===== src/rtl/uart_tx_stream.sv =====
// Streaming UART transmitter: a small word FIFO feeding a start/data/parity/stop serializer.
// Consecutive queued words go out back to back, with no idle gap between frames.
module uart_tx_stream #(
  parameter int CLK_DIV    = 16,
  parameter int DATA_BITS  = 8,
  parameter int PARITY     = 0,
  parameter int STOP_BITS  = 1,
  parameter int FIFO_DEPTH = 4
) (
  input  logic                          clk,
  input  logic                          reset,
  input  logic [DATA_BITS-1:0]          in_data,
  input  logic                          in_valid,
  output logic                          in_ready,
  output logic                          tx,
  output logic                          busy,
  output logic                          txdone,
  output logic [$clog2(FIFO_DEPTH):0]   fifo_count,
  output logic [2:0]                    fsm_state
);
  localparam int AW  = $clog2(FIFO_DEPTH);
  localparam int DVW = $clog2(CLK_DIV);
  localparam int BW  = 4;
  localparam logic [DVW-1:0] DIV_LAST  = DVW'(CLK_DIV - 1);
  localparam logic [BW-1:0]  DATA_LAST = BW'(DATA_BITS - 1);
  localparam logic [BW-1:0]  STOP_LAST = BW'(STOP_BITS - 1);
  localparam logic [AW:0]    DEPTH_C   = (AW+1)'(FIFO_DEPTH);

  typedef enum logic [2:0] {
    ST_IDLE   = 3'd0,
    ST_START  = 3'd1,
    ST_DATA   = 3'd2,
    ST_PARITY = 3'd3,
    ST_STOP   = 3'd4
  } state_t;

  state_t                 state, state_n;
  logic [DVW-1:0]         div_cnt, div_n;
  logic [BW-1:0]          bit_cnt, bit_n;
  logic [DATA_BITS-1:0]   shreg, shreg_n;
  logic                   par_bit, par_n;
  logic [DATA_BITS-1:0]   mem [FIFO_DEPTH];
  logic [AW-1:0]          wr_ptr, rd_ptr;
  logic [AW:0]            count;
  logic                   push, pop, bit_end;
  logic [DATA_BITS-1:0]   head;

  // Handshake: a word transfers on a rising edge where in_valid && in_ready.
  assign in_ready   = (count < DEPTH_C);
  assign push       = in_valid && in_ready;
  assign head       = mem[rd_ptr];
  assign bit_end    = (div_cnt == DIV_LAST);
  assign fifo_count = count;
  assign busy       = !((state == ST_IDLE) && (count == '0));
  assign fsm_state  = state;

  function automatic logic calc_parity(input logic [DATA_BITS-1:0] d);
    logic p;
    p = ^d;
    return (PARITY == 1) ? ~p : p;
  endfunction

  always_comb begin
    state_n = state;
    div_n   = '0;
    bit_n   = bit_cnt;
    shreg_n = shreg;
    par_n   = par_bit;
    pop     = 1'b0;
    txdone  = 1'b0;
    tx      = 1'b1;
    if (state != ST_IDLE) div_n = bit_end ? '0 : div_cnt + 1'b1;
    case (state)
      ST_IDLE: begin
        if (count != '0) begin
          pop     = 1'b1;
          shreg_n = head;
          par_n   = calc_parity(head);
          bit_n   = '0;
          state_n = ST_START;
        end
      end
      ST_START: begin
        tx = 1'b0;
        if (bit_end) begin
          bit_n   = '0;
          state_n = ST_DATA;
        end
      end
      ST_DATA: begin
        tx = shreg[0];
        if (bit_end) begin
          shreg_n = shreg >> 1;
          if (bit_cnt == DATA_LAST) begin
            bit_n   = '0;
            state_n = (PARITY != 0) ? ST_PARITY : ST_STOP;
          end else begin
            bit_n = bit_cnt + 1'b1;
          end
        end
      end
      ST_PARITY: begin
        tx = par_bit;
        if (bit_end) begin
          bit_n   = '0;
          state_n = ST_STOP;
        end
      end
      ST_STOP: begin
        if (bit_end) begin
          if (bit_cnt == STOP_LAST) begin
            txdone = 1'b1;
            bit_n  = '0;
            // A queued word starts its start bit on the very next clock.
            if (count != '0) begin
              pop     = 1'b1;
              shreg_n = head;
              par_n   = calc_parity(head);
              state_n = ST_START;
            end else begin
              state_n = ST_IDLE;
            end
          end else begin
            bit_n = bit_cnt + 1'b1;
          end
        end
      end
      default: state_n = ST_IDLE;
    endcase
  end

  always_ff @(posedge clk or posedge reset) begin
    if (reset) begin
      state   <= ST_IDLE;
      div_cnt <= '0;
      bit_cnt <= '0;
      shreg   <= '0;
      par_bit <= 1'b0;
      wr_ptr  <= '0;
      rd_ptr  <= '0;
      count   <= '0;
    end else begin
      state   <= state_n;
      div_cnt <= div_n;
      bit_cnt <= bit_n;
      shreg   <= shreg_n;
      par_bit <= par_n;
      if (push) wr_ptr <= wr_ptr + 1'b1;
      if (pop)  rd_ptr <= rd_ptr + 1'b1;
      case ({push, pop})
        2'b10:   count <= count + 1'b1;
        2'b01:   count <= count - 1'b1;
        default: count <= count;
      endcase
    end
  end

  // Storage needs no reset; occupancy is tracked entirely by the pointers and count.
  always_ff @(posedge clk) begin
    if (push) mem[wr_ptr] <= in_data;
  end
endmodule


===== config.mk =====
export PLATFORM = sky130hd
export DESIGN_NAME = uart_tx_stream
export DESIGN_NICKNAME = d
export VERILOG_FILES = /design/src/rtl/uart_tx_stream.sv
export SDC_FILE = /design/constraint.sdc
export NUM_CORES = 1
export LEC_CHECK = 0
export CAP_MARGIN = 20
export CORE_AREA = 2 2 53 104
export CTS_CLUSTER_SIZE = 8
export DETAILED_ROUTE_END_ITERATION = 8
export DIE_AREA = 0 0 55 106
export GPL_TIMING_DRIVEN = 0
export HOLD_SLACK_MARGIN = 0.15
export PLACE_DENSITY = 0.77
export SLEW_MARGIN = 20
export SYNTH_ARGS = -nofsm -noshare
export SYNTH_HDL_FRONTEND = slang
export SYNTH_SLANG_ARGS = --single-unit

===== constraint.sdc =====
create_clock -name clk -period 2.9 [get_ports clk]
set_input_delay 0.58 -clock clk [delete_from_list [all_inputs] [get_ports clk]]
set_output_delay 0.58 -clock clk [all_outputs]
set_load 0.01 [all_outputs]

=== Word level (Yosys, flattened, before mapping) ===
Memory sizes are Yosys's and may differ from the RTL's.
Cells that the tools add are included.

* Flip-flop bits (word level): 27
* Bits in writable memories: 32
* Bits of input ports: 11
* Logic and storage cells: 88
* Memories: 1

{| class="wikitable"
|+ Memories
! memory !! words !! bits a word !! rd ports !! clocked after Yosys merged registers in !! wr ports !! line !! text
|-
| mem || 4 || 8 || 1 || 0 || 1 || 42 || <nowiki>logic [DATA_BITS-1:0] mem [FIFO_DEPTH];</nowiki>
|}

* $add $sub $neg: 6
* Magnitude comparators: 1
* Equality and inequality tests: 16
* Multiplexer cells: 38
* Reduce and logical (&&, ||, !) cells: 18

{| class="wikitable"
|+ Operators with widths
! cell !! count
|-
| $mux W4 || 8
|-
| $mux W8 || 4
|-
| $pmux W8 S3 || 1
|-
| $mux W3 || 7
|-
| $pmux W4 S4 || 1
|-
| $pmux W3 S5 || 1
|-
| $mux W1 || 12
|-
| $ne A2 B2 Y1 const B || 6
|-
| $reduce_bool A3 Y1 || 3
|-
| $add A4 B1 Y4 const B || 2
|-
| $reduce_xor A8 Y1 || 1
|-
| $reduce_and A7 Y1 || 1
|-
| $eq A3 B2 Y1 const B || 2
|-
| $logic_not A3 Y1 || 2
|-
| $pmux W3 S2 || 1
|-
| $reduce_and A5 Y1 || 1
|-
| $add A2 B1 Y2 const B || 2
|-
| $eq A4 B3 Y1 const B || 1
|-
| $eq A4 B4 Y1 const B || 1
|-
| $logic_not A4 Y1 || 1
|-
| $ne A2 B1 Y1 const B || 2
|-
| $pmux W1 S2 || 2
|-
| $reduce_and A4 Y1 || 1
|-
| $reduce_bool A2 Y1 || 2
|-
| 13 further kinds || 14
|}

=== Longest topological paths before layout ===
Gate-level depths: netlist of the first run.

* Depth after elaboration: 7
* Gate-level depth with buffers: 11

=== Least setup slack after synthesis of the first run ===
OpenSTA, ideal clock, no wires.

* Path kind: reg-to-reg
* Start: register bit_cnt[0]
* End: register count[2] (netlist: fifo_count[2])
* Data arrival time: 2578 ps
* Data required time: 2820 ps
* Path slack: 242 ps
* Stages on the path, launching flop included: 12
* Path buffers: 0
* Period minus slack after synthesis: 2658 ps
* Cell sequence: dfrtp_1 > inv_1 > ha_1 > or3b_4 > nand2b_4 > a2111oi_4 > ha_1 > inv_1 > fa_1 > xor2_1 > nor2_1 > xnor2_1

* Word-level cells in the longest chain between the ends: 6
* Elaborated cells on any way between the ends: 8
* Classes of those cells: 2 x eq/ne; 4 x mux; 2 x reduce/logical

{| class="wikitable"
|+ RTL lines
! item !! line !! text
|-
| start: declaration || 39 || <nowiki>logic [BW-1:0] bit_cnt, bit_n;</nowiki>
|-
| start signal: assignment || 145 || <nowiki>bit_cnt <= bit_n;</nowiki>
|-
| $logic_not A4 Y1 (*) || 111 || <nowiki>if (bit_cnt == STOP_LAST) begin</nowiki>
|-
| $mux W1 (*) || 111 ||
|-
| $mux W1 (*) || 110 || <nowiki>if (bit_end) begin</nowiki>
|-
| $pmux W1 S2 (*) || 73 || <nowiki>case (state)</nowiki>
|-
| via pop || 45 || <nowiki>logic push, pop, bit_end;</nowiki>
|-
| $eq A2 B1 Y1 / $eq A2 B2 Y1 (equally long branches) || 150 || <nowiki>case ({push, pop})</nowiki>
|-
| $pmux W3 S2 / $reduce_bool A2 Y1 (equally long branches) || - ||
|-
| end signal: assignment || 151 || <nowiki>2'b10: count <= count + 1'b1;</nowiki>
|-
| end signal: assignment || 152 || <nowiki>2'b01: count <= count - 1'b1;</nowiki>
|-
| end signal: assignment || 153 || <nowiki>default: count <= count;</nowiki>
|-
| end: declaration || 44 || <nowiki>logic [AW:0] count;</nowiki>
|}

The timed path passes the listed nets; every way through them passes the cells marked *.
A chain may end at the register's enable or synchronous reset.

=== Worst setup path after layout of the first run ===
Ends and elaborated chain as after synthesis.

==> results summary, run 1 <==
The via count is between 1,500 and 2,000. The worst path needs about 2.7 ns of the cycle, external delays included. The number of nets in the layout is 250. The number of distinct library cell variants in the gate-level netlist after synthesis came out at 47. The clock sink total came out at 59. The worst slack at placement came out at 0.0138 ns. The antenna diode instance count is 0.

The longest individual stage delay on the worst path is 0.42 ns. The proportion of synthesized chip area in sequential cells came out at 57.9%. The count of unresolved DRC violations after routing came out at 0. TritonCTS built the clock tree. In this run the mean area of a mapped cell was 14.3 sq um.

The number of filler instances in the final layout came out at a little over 400. The critical path capture point type is a flip-flop. The ratio of final minimum period to clock period came out at 94.2%.

The library cells used most frequently in the layout, excluding fill and tap cells, are edfxtp_1, dfrtp_1, clkdlybuf4s50_1, inv_1, xnor2_1. The highest net fanout along the worst path came out at 5. Synthesis produced 197 cells. The die is ~110 um tall. Along the worst hold path, the cell count comes to 1.

The setup-violating endpoint count in the final report is 0. The starting utilization of the core area is 55.5%. The tree is rooted in a clkbuf_8. The final worst clock skew is about 0.0068 ns. The max-slew violation count is 0.

The clock insertion delay at the later pin of the skew report is 0.34 ns. The floorplan die width came out at approximately 55 um. Dividing total power by cell area gives a power density of 1060 mW/mm^2. The clock edge transition at the registers on the reported setup and hold paths is 0.07 ns. The wire length of the first global-routing pass came out at 7650 um.

The fmax is 0.366 GHz. The layout overhead on the synthesized area came out at 18.2%. The run finished with clean final reports. The die covers ~0.0058 sq mm. The number of warnings issued by yosys is 0. The number of endpoints with negative hold slack in the final report was 0. The residual antenna-violating net count after detailed routing came out at 0. The first detailed-routing pass ran for 4 iterations. The area of the mapped netlist came out at 0.00283 sq mm. Leaving out fill and tap cells, the most frequent cell in the layout is edfxtp_1.

The total core area is 0.00509 sq mm. For this design the static power due to leakage is between 1 and 1.5 nW. The total overflow left after global routing is 0.

The number of global-route vias before repair is roughly 1,700. The number of core rows came out at 37. The sequential cell area in the final layout is 0.00164 sq mm. For this run, the total global-route usage over all layers was measured as 19.0%. The initial antenna violation count came to 0. The utilization of the core after routing came out at about 66%. The total CTS buffers is 9.

The total number of H-tree levels is 3. The endpoint required time on the critical path is 3.17 ns. The largest vdd supply drop came out at 0.604 mV. The startpoint-to-endpoint class of the critical path is reg -> reg. The sum of routed wire length over all layers came out at between 4000 and 5000 um. The multi-input combinational cells in the finished layout cover a total of around 0.0011 sq mm. The data arrival at the endpoint of the critical path came out at 3.00 ns.

The register bit total from synthesis is 59. For this block, the initial DRC count from the detailed router was 24. Hold is met by 0.508 ns.

In this run the worst hold path is classified as reg -> reg. The count of pins on the block boundary is 21. Setup repair after global routing left no endpoint under its margin. The final worst slack is 0.169 ns. STA classifies the critical path startpoint as a flip-flop.

Entering global routing, the biggest net connects 28 pins. The count of cells along the worst register-to-register path is 11. Traced cell by cell, the critical path runs through inv_1, ha_1, or3b_4, nand2b_4, a2111oi_4, ha_1, inv_1, fa_1, xor2_1, nor2_1, xnor2_1. The number of buffers on the longest clock path is 2. The summed negative setup slack over all endpoints is 0 ns.

Input and output buffers added on the ports amount to 20. The post-route netlist has between 20 and 25% of its cells at a drive strength greater than 1. The headroom to the max-slew limit is between 50 and 60%. Synthesis produced a netlist with a net count of 217. The transition time at the pin with the least slew margin came out at 0.610 ns. Summed over all nets, the half-perimeter wirelength after detailed placement is 3370 um. The mean routed wirelength per cell came out at 16.1 um.

At the end of routability-driven placement, the weighted congestion stood at 0.711. The number of max-cap violations came out at 0. The mean number of vias per cell is between 5 and 6.

The slowest stage cell on the critical path is dfrtp_1.
## logic make-up after synthesis
kind of cell / synth area share (%)
compound gates: 7.70
xor+xnor: 4.65
fa+ha+maj: 4.25
buf+inv: 2.88
flops: 57.9
mux: 13.8
simple gates: 8.81
## synth_stat cells, drive strengths merged
cell type | instances | area share (%)
a32o | 1 | 0.35
a2111oi | 2 | 1.3
nor3 | 4 | 0.89
nor2 | 10 | 1.9
o21ai | 10 | 1.8
o21a | 1 | 0.27
edfxtp | 32 | 34
nand2 | 7 | 0.93
a21oi | 7 | 1.2
and3b | 1 | 0.35
fa | 1 | 0.71
inv | 13 | 1.7
o32a | 1 | 0.80
and3 | 1 | 0.27
a22o | 1 | 0.35
mux2i | 3 | 1.1
nand4 | 2 | 0.44
xnor2 | 12 | 3.7
a2bb2oi | 1 | 0.31
buf | 3 | 0.58
nand4b | 1 | 0.31
nor4 | 1 | 0.22
xor2 | 3 | 0.93
a311o | 1 | 0.35
a21o | 1 | 0.27
nand2b | 2 | 0.71
ha | 8 | 3.5
o31ai | 1 | 0.27
or3b | 1 | 0.40
or2 | 1 | 0.22
mux4 | 8 | 6.4
and2 | 4 | 0.89
mux2 | 14 | 6.4
dfrtp | 27 | 24
nor3b | 1 | 0.27
nand3 | 2 | 0.35
nor2b | 3 | 0.66
clkbuf | 4 | 0.58
o22ai | 1 | 0.44
## final timing paths
check | slack, ns | to | from
setup / recovery | 0.17 | fifo_count[2]$_DFFE_PP0P_ | bit_cnt[0]$_DFFE_PP0P_
hold / removal | 0.51 | shreg[5]$_DFFE_PP0P_ | shreg[5]$_DFFE_PP0P_
setup reg to reg | 0.17 | fifo_count[2]$_DFFE_PP0P_ | bit_cnt[0]$_DFFE_PP0P_
hold reg to reg | 0.51 | shreg[5]$_DFFE_PP0P_ | shreg[5]$_DFFE_PP0P_
max in group asynchronous | 1.91 | shreg[3]$_DFFE_PP0P_ | reset
min in group asynchronous | 0.61 | fifo_count[2]$_DFFE_PP0P_ | reset
## cell type report
type	instances	area share, %
flip-flops and latches	59	49.0
multi-input cells	118	33.3
repair buffers	22	6.52
clock buffers	9	3.71
clock inverters	7	2.77
well taps	58	2.17
inverters	13	1.46
plain buffers	7	1.05
## where the power goes
part           internal [W]  switching [W]
clock              0.000479       0.000329
sequential          0.00112       0.000146
combinational      0.000777       0.000695
## flip-flops by register name, summed over array words and instances (netlist names)
| register | flops |
|---|---|
| mem | 32 |
| shreg | 8 |
| bit_cnt | 4 |
| div_cnt | 4 |
| fifo_count | 3 |
| fsm_state | 3 |
| rd_ptr | 2 |
| wr_ptr | 2 |
| par_bit | 1 |
## per-layer routing
layer	global-route usage, %	up-vias	part of all wire, %
li1	-	786	-
met1	20.1	825	37
met2	32.7	25	57
met3	5.48	6	2.9
met4	8.89	0	2.4
met5	0	-	0
## critical path, delay by kind of cell, from the launching register on
kind | cells | cell delay [ns]
and+or+nand+nor | 3 | 0.69
DFF | 1 | 0.42
adders and majority gates | 3 | 0.75
AOI/OAI and AO/OA | 1 | 0.39
xor gates and xnor gates | 2 | 0.27
buffers and inverters | 2 | 0.14
## stage by stage
step	instance area (sq um)	instances	power [W]
6_report	3340	293	0.00355
5_1_grt	3340	293	0.00378
4_1_cts	3320	291	0.00357
3_5_place_dp	3100	275	0.00275
3_3_place_gp	3100	275	0.00270
2_1_floorplan	2830	197	0.00238
## timing repair
action | in CTS | in global routing
hold buffers | 0 | 0
setup endpoints to repair | 0 | 5
setup buffers | 0 | 2
endpoints found under the hold margin | 0 | 0
resized for setup | 0 | 5
(Power assumes the default switching activity.)
==> run 2, diff against run 1 <==
--- a/config.mk
+++ b/config.mk
@@ -13,7 +13,7 @@
 export GPL_TIMING_DRIVEN = 0
 export HOLD_SLACK_MARGIN = 0.15
 export PLACE_DENSITY = 0.77
-export SLEW_MARGIN = 20
+export SLEW_MARGIN = 25
 export SYNTH_ARGS = -nofsm -noshare
 export SYNTH_HDL_FRONTEND = slang
 export SYNTH_SLANG_ARGS = --single-unit
==> results of run 2 <==
Same layout as run 1: the final DEF is identical, and so are final timing and power.
==> run 3, diff against run 2 <==
--- a/config.mk
+++ b/config.mk
@@ -7,6 +7,7 @@
 export LEC_CHECK = 0
 export CAP_MARGIN = 20
 export CORE_AREA = 2 2 53 104
+export CTS_CLUSTER_DIAMETER = 80
 export CTS_CLUSTER_SIZE = 8
 export DETAILED_ROUTE_END_ITERATION = 8
 export DIE_AREA = 0 0 55 106
==> results of run 3 <==
Same layout as run 1: the final DEF is identical, and so are final timing and power.
